===== src/rtl/ps2_pkg.sv =====
// Shared definitions for the PS/2 keyboard receiver.
//   - Prefix and control byte constants.
//   - Frame-state enum used by the frame receiver.
//   - Width of one key-table entry ({ext, code}).
//   - Helper that identifies bytes the decoder drops silently.
package ps2_pkg;

    localparam logic [7:0] PS2_EXT    = 8'hE0;
    localparam logic [7:0] PS2_BRK    = 8'hF0;
    localparam logic [7:0] PS2_PAUSE  = 8'hE1;
    localparam logic [7:0] PS2_BAT    = 8'hAA;
    localparam logic [7:0] PS2_ACK    = 8'hFA;
    localparam logic [7:0] PS2_ECHO   = 8'hEE;
    localparam logic [7:0] PS2_RESEND = 8'hFE;

    localparam int unsigned KEY_ENTRY_W = 9;

    typedef enum logic [1:0] {
        ST_IDLE,
        ST_DATA,
        ST_PARITY,
        ST_STOP
    } frame_state_t;

    function automatic logic is_discard(input logic [7:0] b);
        return (b == PS2_PAUSE) || (b == PS2_BAT) || (b == PS2_ACK) ||
               (b == PS2_ECHO)  || (b == PS2_RESEND);
    endfunction

endpackage


===== src/rtl/ps2_key_decoder_if.sv =====
// Byte-level link between the PS/2 frame receiver and the key decoder.
//   rx_byte    : last correctly received data byte
//   byte_valid : one-cycle strobe, rx_byte is new
//   frame_err  : one-cycle strobe on start/parity/stop/timeout error
// master = frame receiver, slave = key decoder.
interface ps2_key_decoder_if;
    logic [7:0] rx_byte;
    logic       byte_valid;
    logic       frame_err;

    modport master (output rx_byte, byte_valid, frame_err);
    modport slave  (input  rx_byte, byte_valid, frame_err);
endinterface


===== src/rtl/ps2_frame_rx.sv =====
// PS/2 frame receiver: synchronises the raw PS/2 clock and data pins,
// detects falling clock edges and deframes 11-bit frames
// (start, 8 data LSB first, odd parity, stop), with an inter-edge timeout.
// Ports:
//   clk, rst : system clock, asynchronous active-high reset
//   ps2_clk  : raw PS/2 clock pin
//   ps2_dat  : raw PS/2 data pin
//   rx       : byte / byte_valid / frame_err outputs (master modport)
module ps2_frame_rx
    import ps2_pkg::*;
#(
    parameter int unsigned TIMEOUT_CYCLES = 5000,
    parameter int unsigned SYNC_STAGES    = 2
) (
    input  logic               clk,
    input  logic               rst,
    input  logic               ps2_clk,
    input  logic               ps2_dat,
    ps2_key_decoder_if.master  rx
);

    localparam int unsigned TW = $clog2(TIMEOUT_CYCLES + 1);

    logic [SYNC_STAGES-1:0] clk_sync;
    logic [SYNC_STAGES-1:0] dat_sync;
    logic                   clk_prev;
    logic                   clk_s;
    logic                   dat_s;
    logic                   fall;

    frame_state_t state;
    logic [7:0]   shreg;
    logic [2:0]   bit_cnt;
    logic         par;
    logic [TW-1:0] cnt;

    assign clk_s = clk_sync[SYNC_STAGES-1];
    assign dat_s = dat_sync[SYNC_STAGES-1];
    assign fall  = clk_prev & ~clk_s;

    // Synchronisers idle at the bus-high level so reset never fakes an edge.
    always_ff @(posedge clk or posedge rst) begin
        if (rst) begin
            clk_sync <= '1;
            dat_sync <= '1;
            clk_prev <= 1'b1;
        end else begin
            clk_sync <= {clk_sync[SYNC_STAGES-2:0], ps2_clk};
            dat_sync <= {dat_sync[SYNC_STAGES-2:0], ps2_dat};
            clk_prev <= clk_s;
        end
    end

    always_ff @(posedge clk or posedge rst) begin
        if (rst) begin
            state         <= ST_IDLE;
            shreg         <= '0;
            bit_cnt       <= '0;
            par           <= 1'b0;
            cnt           <= '0;
            rx.rx_byte    <= '0;
            rx.byte_valid <= 1'b0;
            rx.frame_err  <= 1'b0;
        end else begin
            rx.byte_valid <= 1'b0;
            rx.frame_err  <= 1'b0;
            if (fall) begin
                cnt <= '0;
                unique case (state)
                    ST_IDLE: begin
                        if (!dat_s) begin
                            state   <= ST_DATA;
                            bit_cnt <= '0;
                        end else begin
                            rx.frame_err <= 1'b1;
                        end
                    end
                    ST_DATA: begin
                        shreg   <= {dat_s, shreg[7:1]};
                        bit_cnt <= bit_cnt + 3'd1;
                        if (bit_cnt == 3'd7) state <= ST_PARITY;
                    end
                    ST_PARITY: begin
                        par   <= dat_s;
                        state <= ST_STOP;
                    end
                    ST_STOP: begin
                        // Odd parity over data+parity, and stop must be high.
                        if (dat_s && (^{shreg, par})) begin
                            rx.rx_byte    <= shreg;
                            rx.byte_valid <= 1'b1;
                        end else begin
                            rx.frame_err  <= 1'b1;
                        end
                        state <= ST_IDLE;
                    end
                    default: state <= ST_IDLE;
                endcase
            end else if (state != ST_IDLE) begin
                if (cnt == TW'(TIMEOUT_CYCLES - 1)) begin
                    state        <= ST_IDLE;
                    rx.frame_err <= 1'b1;
                    cnt          <= '0;
                end else begin
                    cnt <= cnt + 1'b1;
                end
            end else begin
                cnt <= '0;
            end
        end
    end

endmodule


===== src/rtl/ps2_key_decoder.sv =====
// PS/2 keyboard decoder: receives frames via ps2_frame_rx, folds E0/F0
// prefixes into make/break events and tracks held state for a table of keys.
// Ports:
//   vga_clk, reset : system clock, asynchronous active-high reset
//   PS2_CLK/PS2_DAT: raw PS/2 pins
//   keys_held      : bit i set while KEY_TABLE entry i is held
//   key_event      : one-cycle strobe per decoded make/break
//   key_code       : final scan-code byte of the event (held between events)
//   key_ext        : event had an E0 prefix
//   key_break      : event had an F0 prefix
//   frame_err      : one-cycle strobe on any frame error
module ps2_key_decoder
    import ps2_pkg::*;
#(
    parameter int unsigned NUM_KEYS = 6,
    // Entry 0 occupies the LSBs: up, left, down, right, 2B, 32.
    parameter logic [NUM_KEYS*KEY_ENTRY_W-1:0] KEY_TABLE =
        {9'h032, 9'h02B, 9'h174, 9'h172, 9'h16B, 9'h175},
    parameter int unsigned TIMEOUT_CYCLES = 5000,
    parameter int unsigned SYNC_STAGES    = 2
) (
    input  logic                vga_clk,
    input  logic                reset,
    input  logic                PS2_CLK,
    input  logic                PS2_DAT,
    output logic [NUM_KEYS-1:0] keys_held,
    output logic                key_event,
    output logic [7:0]          key_code,
    output logic                key_ext,
    output logic                key_break,
    output logic                frame_err
);

    ps2_key_decoder_if rx_if ();

    ps2_frame_rx #(
        .TIMEOUT_CYCLES (TIMEOUT_CYCLES),
        .SYNC_STAGES    (SYNC_STAGES)
    ) u_frame_rx (
        .clk     (vga_clk),
        .rst     (reset),
        .ps2_clk (PS2_CLK),
        .ps2_dat (PS2_DAT),
        .rx      (rx_if.master)
    );

    logic ext;
    logic brk;

    assign frame_err = rx_if.frame_err;

    always_ff @(posedge vga_clk or posedge reset) begin
        if (reset) begin
            ext       <= 1'b0;
            brk       <= 1'b0;
            key_event <= 1'b0;
            key_code  <= '0;
            key_ext   <= 1'b0;
            key_break <= 1'b0;
            keys_held <= '0;
        end else begin
            key_event <= 1'b0;
            if (rx_if.frame_err) begin
                ext <= 1'b0;
                brk <= 1'b0;
            end else if (rx_if.byte_valid) begin
                if (rx_if.rx_byte == PS2_EXT) begin
                    ext <= 1'b1;
                end else if (rx_if.rx_byte == PS2_BRK) begin
                    brk <= 1'b1;
                end else if (is_discard(rx_if.rx_byte)) begin
                    ext <= 1'b0;
                    brk <= 1'b0;
                end else begin
                    key_event <= 1'b1;
                    key_code  <= rx_if.rx_byte;
                    key_ext   <= ext;
                    key_break <= brk;
                    ext       <= 1'b0;
                    brk       <= 1'b0;
                    // Duplicate entries match together; repeats are idempotent.
                    for (int unsigned i = 0; i < NUM_KEYS; i++) begin
                        if (KEY_TABLE[i*KEY_ENTRY_W +: KEY_ENTRY_W] == {ext, rx_if.rx_byte})
                            keys_held[i] <= !brk;
                    end
                end
            end
        end
    end

endmodule


===== config.mk =====
export PLATFORM = sky130hd
export DESIGN_NAME = ps2_key_decoder
export DESIGN_NICKNAME = d
export VERILOG_FILES = /design/src/rtl/ps2_pkg.sv /design/src/rtl/ps2_key_decoder_if.sv /design/src/rtl/ps2_frame_rx.sv /design/src/rtl/ps2_key_decoder.sv
export SDC_FILE = /design/constraint.sdc
export NUM_CORES = 1
export LEC_CHECK = 0
export CAP_MARGIN = 20
export CORE_UTILIZATION = 46
export DETAILED_ROUTE_END_ITERATION = 12
export PLACE_DENSITY = 0.66
export SYNTH_ARGS = -nofsm -noshare
export SYNTH_HDL_FRONTEND = slang
export SYNTH_HIERARCHICAL = 1
export SYNTH_SLANG_ARGS = --single-unit

===== constraint.sdc =====
create_clock -name vga_clk -period 2.56 [get_ports vga_clk]
set_input_delay 0.384 -clock vga_clk [delete_from_list [all_inputs] [get_ports vga_clk]]
set_output_delay 0.384 -clock vga_clk [all_outputs]
set_load 0.01 [all_outputs]

==> results.yml, run 1 <==
grt:
  grt.overflow.total: 0
  grtUsageTotal: 0.175
  grt_max_degree: 43
  grt_pass1_wl_mm: 8.49
  grt_pass1_vias: 1807
  antenna_found_initial: 0
logic_synthesis:
  synth_area_per_cell_sq_um: 12.2
  synth_fp_nets: 247
  ys_ff_latch: 61
  yosysSeqAreaShare: 0.534
  ys.flop_type: "dfrtp_1"
  syn_inst: 235
  yosys.cell_types.count: 49
  synthTopCellsByArea: "dfrtp_1, mux2_2, mux2_4"
  synthArstFlopShare: 1.00
  synth_warnings: 6
  synth_area_leader_cell: "dfrtp_1"
  netlist.area_leader.share: 0.489
  synth_edf_count: 0
  synth_area_sq_mm: 0.00287
clocking:
  clk_latency_ps: 340
  clock-sinks: 61
  cts.root.buffer_cell: "clkbuf_8"
  cts_repair_resize_count: 0
  numCtsBuffers: 9
  cts_hold_buf: 0
  post_cts_buffers: 0
  cts.clk_slew.worst_paths_ps: 60
  cts_tree: "yes"
  cts_max_path_buffers: 2
  h-tree-depth: 3
setup_path:
  required_ps: 2760
  cp.arrival_ps: 2280
  slowest_stage: "or4_1"
  crit_type: "flip-flop to flip-flop"
  worstSetupStartpoint: "u_frame_rx/cnt[5]"
  timing.rr.start: "u_frame_rx/cnt[5]"
  cpPeakStageDelay_ps: 540
  r2r_cells: 4
  cp_cell_sequence: "or4_1 -> nor4_2 -> nand2b_1 -> nor2_1"
  worstSetupStartpointType: "flip-flop"
  cp_max_fo: 13
  endpoint_kind: "flip-flop"
drt:
  first_pass_iters: 4
  drt-wirelength-per-cell_um: 14.5
  viasPerCell: 5.40
  drc: 0
  ant_nets: 0
  drtIter0Drc: 98
  vias: 1856
  drt_wl_total_mm: 4.98
finish:
  drive_gt1_frac: 0.201
  final_cells: 344
  final-seq-area_sq_mm: 0.00153
  final_common_cell: "dfrtp_1"
  final_cell_mix: "dfrtp_1, clkdlybuf4s50_1, nor2_1, mux2_2, inv_1"
  syn2layout_area_growth_pct: 17.6
  diodes: 0
  nets: 276
  multiInputGateArea_sq_mm: 0.00124
  fillers: 519
hold_path:
  worstHoldPathType: "flip-flop to flip-flop"
  worstHoldStart: "u_frame_rx/dat_sync[0]"
  holdPathStages: 0
sta:
  layout_min_cycle_time_ps: 2080
  fin_setup_tns_ps: 0
  rsz0062_at_grt: "no"
  finClkSkew_ps: 6.98
  finalSetupViolCount: 0
  slew_viol_final: 0
  worst_pin_slew_ps: 699
  fin_ws_ps: 483
  finalCritPeriodShare: 0.811
  hold_viol: 0
  slew-limit-headroom: 0.534
  fmax_mhz: 482
floorplan:
  ioPinCount: 22
  dieArea_sq_mm: 0.00655
  core_sq_mm: 0.00596
  num_rows: 28
  die_x_um: 81.0
  chipHeight_um: 81.0
  start_util: 0.482
pwr:
  ir_drop_v: 0.000492
  power_density_mw_per_mm2: 868
  leakagePower_nw: 1.56
placed_design:
  place_ws_ps: 471
  gp_congestion: 0.788
  dpl.hpwl_mm: 3.46
  dp.cells: 328
  portBuffers: 21
flow_run:
  cap_viol_max_count: 0
status:
  outcome: "complete, no violations"
-- kinds of logic (layout without fill, tap and decap cells) --
group                      Yosys count  count (layout)  share of synthesized area
AOI/OAI and AO/OA                   33              33                     0.0799
xor gates and xnor gates            15              15                     0.0554
adders and majority gates            8               8                     0.0349
buffers and inverters               21              55                     0.0345
DFF                                 61              61                      0.534
muxes                               29              29                      0.129
and+or+nand+nor                     68              68                      0.132
-- through the flow --
step	power, mW	cell area, sq um	hold slack (ps)	util
after floorplan	1.83	2870	335	-
after global placement	1.96	3150	346	0.529
after detailed placement	1.99	3150	349	0.529
after CTS	2.97	3370	359	0.566
after global routing	3.10	3370	361	0.566
final	2.93	3370	357	0.566
-- synthesized netlist by cell type, types with 3 or more instances --
cell and count:
nand2_1 10, inv_1 16, xor2_1 4, mux2_4 9
dfstp_2 5, nand3_1 6, mux2_2 17, dfrtp_1 56
a21oi_1 7, nand2b_1 3, xnor2_1 9, nor4_1 3
o21ai_0 8, nand4_1 4, o31ai_1 4, ha_1 8
nor2_1 18, nor3_1 4
-- routing by layer --
metal  part of all wire  global-route usage  up-vias
li1                   -                   -      897
met5                  0                   0        -
met2               0.47               0.280       34
met3              0.037              0.0607        8
met4              0.017              0.0768        0
met1               0.47               0.215      917
-- layout make-up --
type,instances,area share
well taps,75,0.0278
flip-flops and latches,61,0.454
inverters,16,0.0178
repair buffers,23,0.0668
clock buffers,12,0.0460
clock inverters,4,0.0208
multi-input cells,153,0.366
-- flip-flops by register name, summed over array words and instances (netlist names) --
register	flops
u_frame_rx/cnt	13
key_code	8
u_frame_rx/rx.rx_byte	8
u_frame_rx/shreg	8
keys_held	6
u_frame_rx/bit_cnt	3
u_frame_rx/clk_sync	2
u_frame_rx/dat_sync	2
u_frame_rx/state	2
brk	1
ext	1
key_break	1
key_event	1
key_ext	1
u_frame_rx/clk_prev	1
u_frame_rx/par	1
u_frame_rx/rx.byte_valid	1
u_frame_rx/rx.frame_err	1
-- path summary, 6_finish.rpt --
check                                         end  slack (ps)
hold reg to reg            u_frame_rx/dat_sync[1]         360
setup reg to reg                u_frame_rx/cnt[7]         480
max in group asynchronous             key_code[2]        1630
hold / removal             u_frame_rx/dat_sync[1]         360
setup / recovery                u_frame_rx/cnt[7]         480
min in group asynchronous            keys_held[1]         490
-- report_power, final --
part / leakage (nW) / internal (mW) / total (mW) / switching, mW
clock network: 0.116 / 0.598 / 0.963 / 0.365
logic: 0.620 / 0.360 / 0.689 / 0.329
registers: 0.820 / 1.11 / 1.28 / 0.166
total: 1.56 / 2.07 / 2.93 / 0.859
-- critical path: cells and delay by family (launching register included) --
kind	cells	cell delay, ps
flip-flops	1	410
AND/OR/NAND/NOR	4	1520
No activity file was read; power rests on OpenSTA's default activity.
==> run 2, diff against run 1 <==
==> constraint.sdc (replaced) <==
create_clock -name vga_clk -period 2 [get_ports vga_clk]
set_input_delay 0.3 -clock vga_clk [delete_from_list [all_inputs] [get_ports vga_clk]]
set_output_delay 0.3 -clock vga_clk [all_outputs]
set_load 0.01 [all_outputs]
==> results.yml, run 2 (same netlist as run 1, synthesis figures left out) <==
pwr:
  leakagePower_nw: 1.57
  switching_share: 0.314
  intPower_mw: 2.48
  power.switching_mw: 1.13
  power_density_mw_per_mm2: 1060
  ir_drop_v: 0.000511
  p_clk_frac: 0.300
  pwr-share-seq: 0.450
  p_comb_frac: 0.249
setup_path:
  endpoint_kind: "flip-flop"
  cp_max_fo: 9
  crit_type: "flip-flop to flip-flop"
  cp.arrival_ps: 2150
  required_ps: 2220
  worstSetupStartpointType: "flip-flop"
grt:
  grt_pass1_vias: 1819
  grt.overflow.total: 0
  grtUsageTotal: 0.178
  grt_max_degree: 43
  antenna_found_initial: 0
  grt_pass1_wl_mm: 8.56
floorplan:
  ioPinCount: 22
  num_rows: 28
  die_x_um: 81.0
  core_sq_mm: 0.00596
  dieArea_sq_mm: 0.00655
  start_util: 0.482
  chipHeight_um: 81.0
finish:
  syn2layout_area_growth_pct: 19.2
  diodes: 0
  design_area_sq_mm: 0.00342
  final_common_cell: "dfrtp_1"
  drive_gt1_frac: 0.225
  final_cells: 350
  largest_reg_flops: 13
  post-route-util: 0.574
  nets: 282
  top_register: "u_frame_rx/cnt"
  fillers: 509
  final_cell_mix: "dfrtp_1, clkdlybuf4s50_1, nor2_1, mux2_2, inv_1"
sta:
  rsz0062_at_grt: "no"
  slew-limit-headroom: 0.646
  finalCritPeriodShare: 0.961
  fin_setup_tns_ps: 0
  hold_viol: 0
  fmax_mhz: 520
  fin_ws_ps: 77.3
  slew_viol_final: 0
  finClkSkew_ps: 7.13
  finalSetupViolCount: 0
  worst_pin_slew_ps: 524
  layout_min_cycle_time_ps: 1920
drt:
  drt_wl_total_mm: 5.01
  ant_nets: 0
  drtIter0Drc: 80
  first_pass_iters: 4
  vias: 1851
  drc: 0
  viasPerCell: 5.29
  drt-wirelength-per-cell_um: 14.3
clocking:
  h-tree-depth: 3
  numCtsBuffers: 9
  cts.clk_slew.worst_paths_ps: 70
  cts_max_path_buffers: 2
  cts.root.buffer_cell: "clkbuf_8"
  cts_tree: "yes"
  clk_latency_ps: 340
  clock-sinks: 61
  cts_hold_buf: 0
placed_design:
  portBuffers: 21
  placed_area_sq_mm: 0.00319
  dp.cells: 333
  dpl.hpwl_mm: 3.48
  gp_congestion: 0.804
  place_ws_ps: -6.10
hold_path:
  worstHoldPathType: "input pin to async pin"
flow_run:
  cap_viol_max_count: 0
status:
  outcome: "complete, no violations"
## run 2: cell count changes in the layout (fill, tap and decap cells not counted)
cell	previous run	this run
buf_12	0	1
clkbuf_1	1	0
inv_6	0	1
buf_4	2	7
bufinv_16	2	1
nor3_1	4	3
clkinvlp_4	0	3
clkinv_2	2	1
nor3_2	0	1
nor4_4	0	1
clkbuf_8	11	9
nor4_2	1	0
clkinv_4	0	1
## run 2: through the flow
stage               hold WS (ps)  power (mW)
finish                       305        3.61
global placement             346        2.53
global route                 333        3.88
CTS                          301        3.66
detailed placement           347        2.55
floorplan                    251        2.34
## run 2: final cells by class
type / instances / area, sq um / area share
inverters: 16 / 60.1 / 0.0176
flip-flops and latches: 61 / 1530 / 0.448
clock buffers: 9 / 124 / 0.0362
multi-input cells: 153 / 1250 / 0.366
clock inverters: 7 / 75.1 / 0.0220
repair buffers: 29 / 283 / 0.0827
well taps: 75 / 93.8 / 0.0275
## run 2: what timing repair did
item                                    CTS  global route
endpoints found under the setup margin    8            15
buffers inserted                          1             0
resized for setup                         0             2
## run 2: final timing paths
path / slack, ps / endpoint / cells past startpoint / start
min in group vga_clk: 350 / u_frame_rx/dat_sync[1] / 0 / u_frame_rx/dat_sync[0]
hold / removal: 300 / ext / 3 / reset
max in group asynchronous: 1200 / u_frame_rx/clk_prev / 3 / reset
setup reg to reg: 80 / u_frame_rx/rx.rx_byte[2] / 5 / u_frame_rx/shreg[5]
setup / recovery: 80 / u_frame_rx/rx.rx_byte[2] / 5 / u_frame_rx/shreg[5]
hold reg to reg: 350 / u_frame_rx/dat_sync[1] / 0 / u_frame_rx/dat_sync[0]
## run 2: power by group through the flow
stage / Combinational (mW) / Clock, mW / Sequential (mW)
CTS: 0.912 / 1.12 / 1.63
detailed placement: 0.903 / 0 / 1.65
global route: 1.03 / 1.18 / 1.66
global placement: 0.889 / 0 / 1.64
finish: 0.901 / 1.09 / 1.63
floorplan: 0.758 / 0 / 1.58
## run 2: layer usage
| metal | wire length (um) | global-route usage |
|---|---|---|
| met4 | 109 | 0.0857 |
| met1 | 2370 | 0.218 |
| met2 | 2380 | 0.290 |
| met5 | 0 | 0 |
| met3 | 149 | 0.0472 |
## run 2: critical path: stages (launching register included)
cell and delay [ps]:
dfrtp_1 420, xor2_1 180, xnor3_1 470, mux2i_4 270
buf_12 150, mux2_2 320
==> run 3, diff against run 2 <==
--- a/config.mk
+++ b/config.mk
@@ -6,6 +6,7 @@
 export NUM_CORES = 1
 export LEC_CHECK = 0
 export CAP_MARGIN = 20
+export CORE_ASPECT_RATIO = 0.75
 export CORE_UTILIZATION = 46
 export DETAILED_ROUTE_END_ITERATION = 12
 export PLACE_DENSITY = 0.66
==> results.yml, run 3 (same netlist as run 1, synthesis figures left out) <==
finish:
  drive_gt1_frac: 0.235
  largest_reg_flops: 13
  final_cells: 359
  top_register: "u_frame_rx/cnt"
  syn2layout_area_growth_pct: 21.1
  final_cell_mix: "dfrtp_1, clkdlybuf4s50_1, nor2_1, mux2_2, inv_1"
  nets: 288
  diodes: 0
  final_common_cell: "dfrtp_1"
sta:
  fin_setup_tns_ps: 0
  slew_viol_final: 0
  worst_pin_slew_ps: 554
  fmax_mhz: 519
  finClkSkew_ps: 5.51
  fin_ws_ps: 74.4
  hold_viol: 0
  holdWs_ps: 320
  slew-limit-headroom: 0.625
  layout_min_cycle_time_ps: 1930
  finalCritPeriodShare: 0.963
  finalSetupViolCount: 0
floorplan:
  ioPinCount: 22
  die_x_um: 93.2
  start_util: 0.485
  dieArea_sq_mm: 0.00656
  chipHeight_um: 70.4
  core_sq_mm: 0.00592
  num_rows: 24
drt:
  first_pass_iters: 4
  viasPerCell: 5.25
  vias: 1884
  ant_nets: 0
  drt-wirelength-per-cell_um: 14.5
  drt_wl_total_mm: 5.20
  drc: 0
  drtIter0Drc: 107
setup_path:
  r2r_cells: 4
  timing.rr.start: "u_frame_rx/shreg[5]"
  crit_type: "flip-flop to flip-flop"
  ff2ff_setup_slack_ps: 70
  worstSetupStartpointType: "flip-flop"
  required_ps: 2210
  r2r-end: "u_frame_rx/rx.rx_byte[7]"
  endpoint_kind: "flip-flop"
  cp_max_fo: 5
  cp.arrival_ps: 2130
  critPathCapture: "u_frame_rx/rx.rx_byte[7]"
  worstSetupStartpoint: "u_frame_rx/shreg[5]"
grt:
  grtUsageTotal: 0.182
  grt_pass1_wl_mm: 9.07
  grt.overflow.total: 0
  grt_max_degree: 32
  antenna_found_initial: 0
  grt_pass1_vias: 1892
clocking:
  clock-sinks: 61
  numCtsBuffers: 9
  cts_hold_buf: 0
  cts_max_path_buffers: 2
  clk_latency_ps: 330
  h-tree-depth: 3
  cts.clk_slew.worst_paths_ps: 60
  cts.root.buffer_cell: "clkbuf_8"
  cts_tree: "yes"
pwr:
  ir_drop_v: 0.000643
  leakagePower_nw: 1.60
  power_mw: 3.64
  power_density_mw_per_mm2: 1050
hold_path:
  worstHoldPathType: "input pin to async pin"
flow_run:
  cap_viol_max_count: 0
status:
  outcome: "complete, no violations"
placed_design:
  place_ws_ps: 21.6
  dpl.hpwl_mm: 3.74
  portBuffers: 21
  gp_congestion: 0.799
  dp.cells: 341
run 3: changes by cell type in the layout (fill, tap and decap cells not counted), moves of 2 or more:
cell        before  now
buf_4            7   11
clkbuf_1         0    4
clkbuf_8         9   11
clkinvlp_4       3    0
run 3: report_power, final:
| part | total [mW] | switching [mW] | internal (mW) |
|---|---|---|---|
| Combinational | 1.07 | 0.501 | 0.569 |
| Sequential | 1.63 | 0.206 | 1.42 |
| Clock | 0.946 | 0.428 | 0.518 |
| Total | 3.64 | 1.14 | 2.51 |
run 3: worst min path at each step:
stage | from | end | slack (ps) | depth (start not counted)
CTS | reset | key_code[6] | 320 | 3
global route | u_frame_rx/clk_sync[0] | u_frame_rx/clk_sync[1] | 360 | 0
global placement | u_frame_rx/dat_sync[0] | u_frame_rx/dat_sync[1] | 350 | 0
floorplan | reset | brk | 250 | 1
finish | reset | u_frame_rx/shreg[2] | 320 | 2
detailed placement | u_frame_rx/dat_sync[0] | u_frame_rx/dat_sync[1] | 350 | 0
run 3: area by class of cell:
class	instances	area (sq um)
fillers	493	2440
flip-flops and latches	61	1530
multi-input cells	154	1280
repair buffers	34	333
clock buffers	15	166
well taps	78	97.6
inverters	16	60.1
clock inverters	1	5.00
run 3: critical path, cell delays in order (launching register included):
cell     delay (ps)
dfrtp_1         400
xor2_1          170
xnor3_2         500
mux2i_4         360
mux2_2          380
run 3: what timing repair did:
| action | CTS | global route |
|---|---|---|
| hold endpoints to repair | 0 | 0 |
| resized for setup | 0 | 5 |
| setup endpoints to repair | 0 | 9 |
| buffers inserted | 0 | 1 |
run 3: stage by stage:
step	instance area [sq um]	utilization
floorplan	2870	-
global placement	3250	0.550
detailed placement	3250	0.550
CTS	3420	0.579
global route	3470	0.587
finish	3470	0.587
run 3: routing by layer:
layer  routed length, um  global-route usage  up-vias
met5                   0                   0        -
met1                2690               0.251      935
li1                    -                   -      925
met3                 151              0.0654        2
met4                  10              0.0513        0
met2                2340               0.272       22
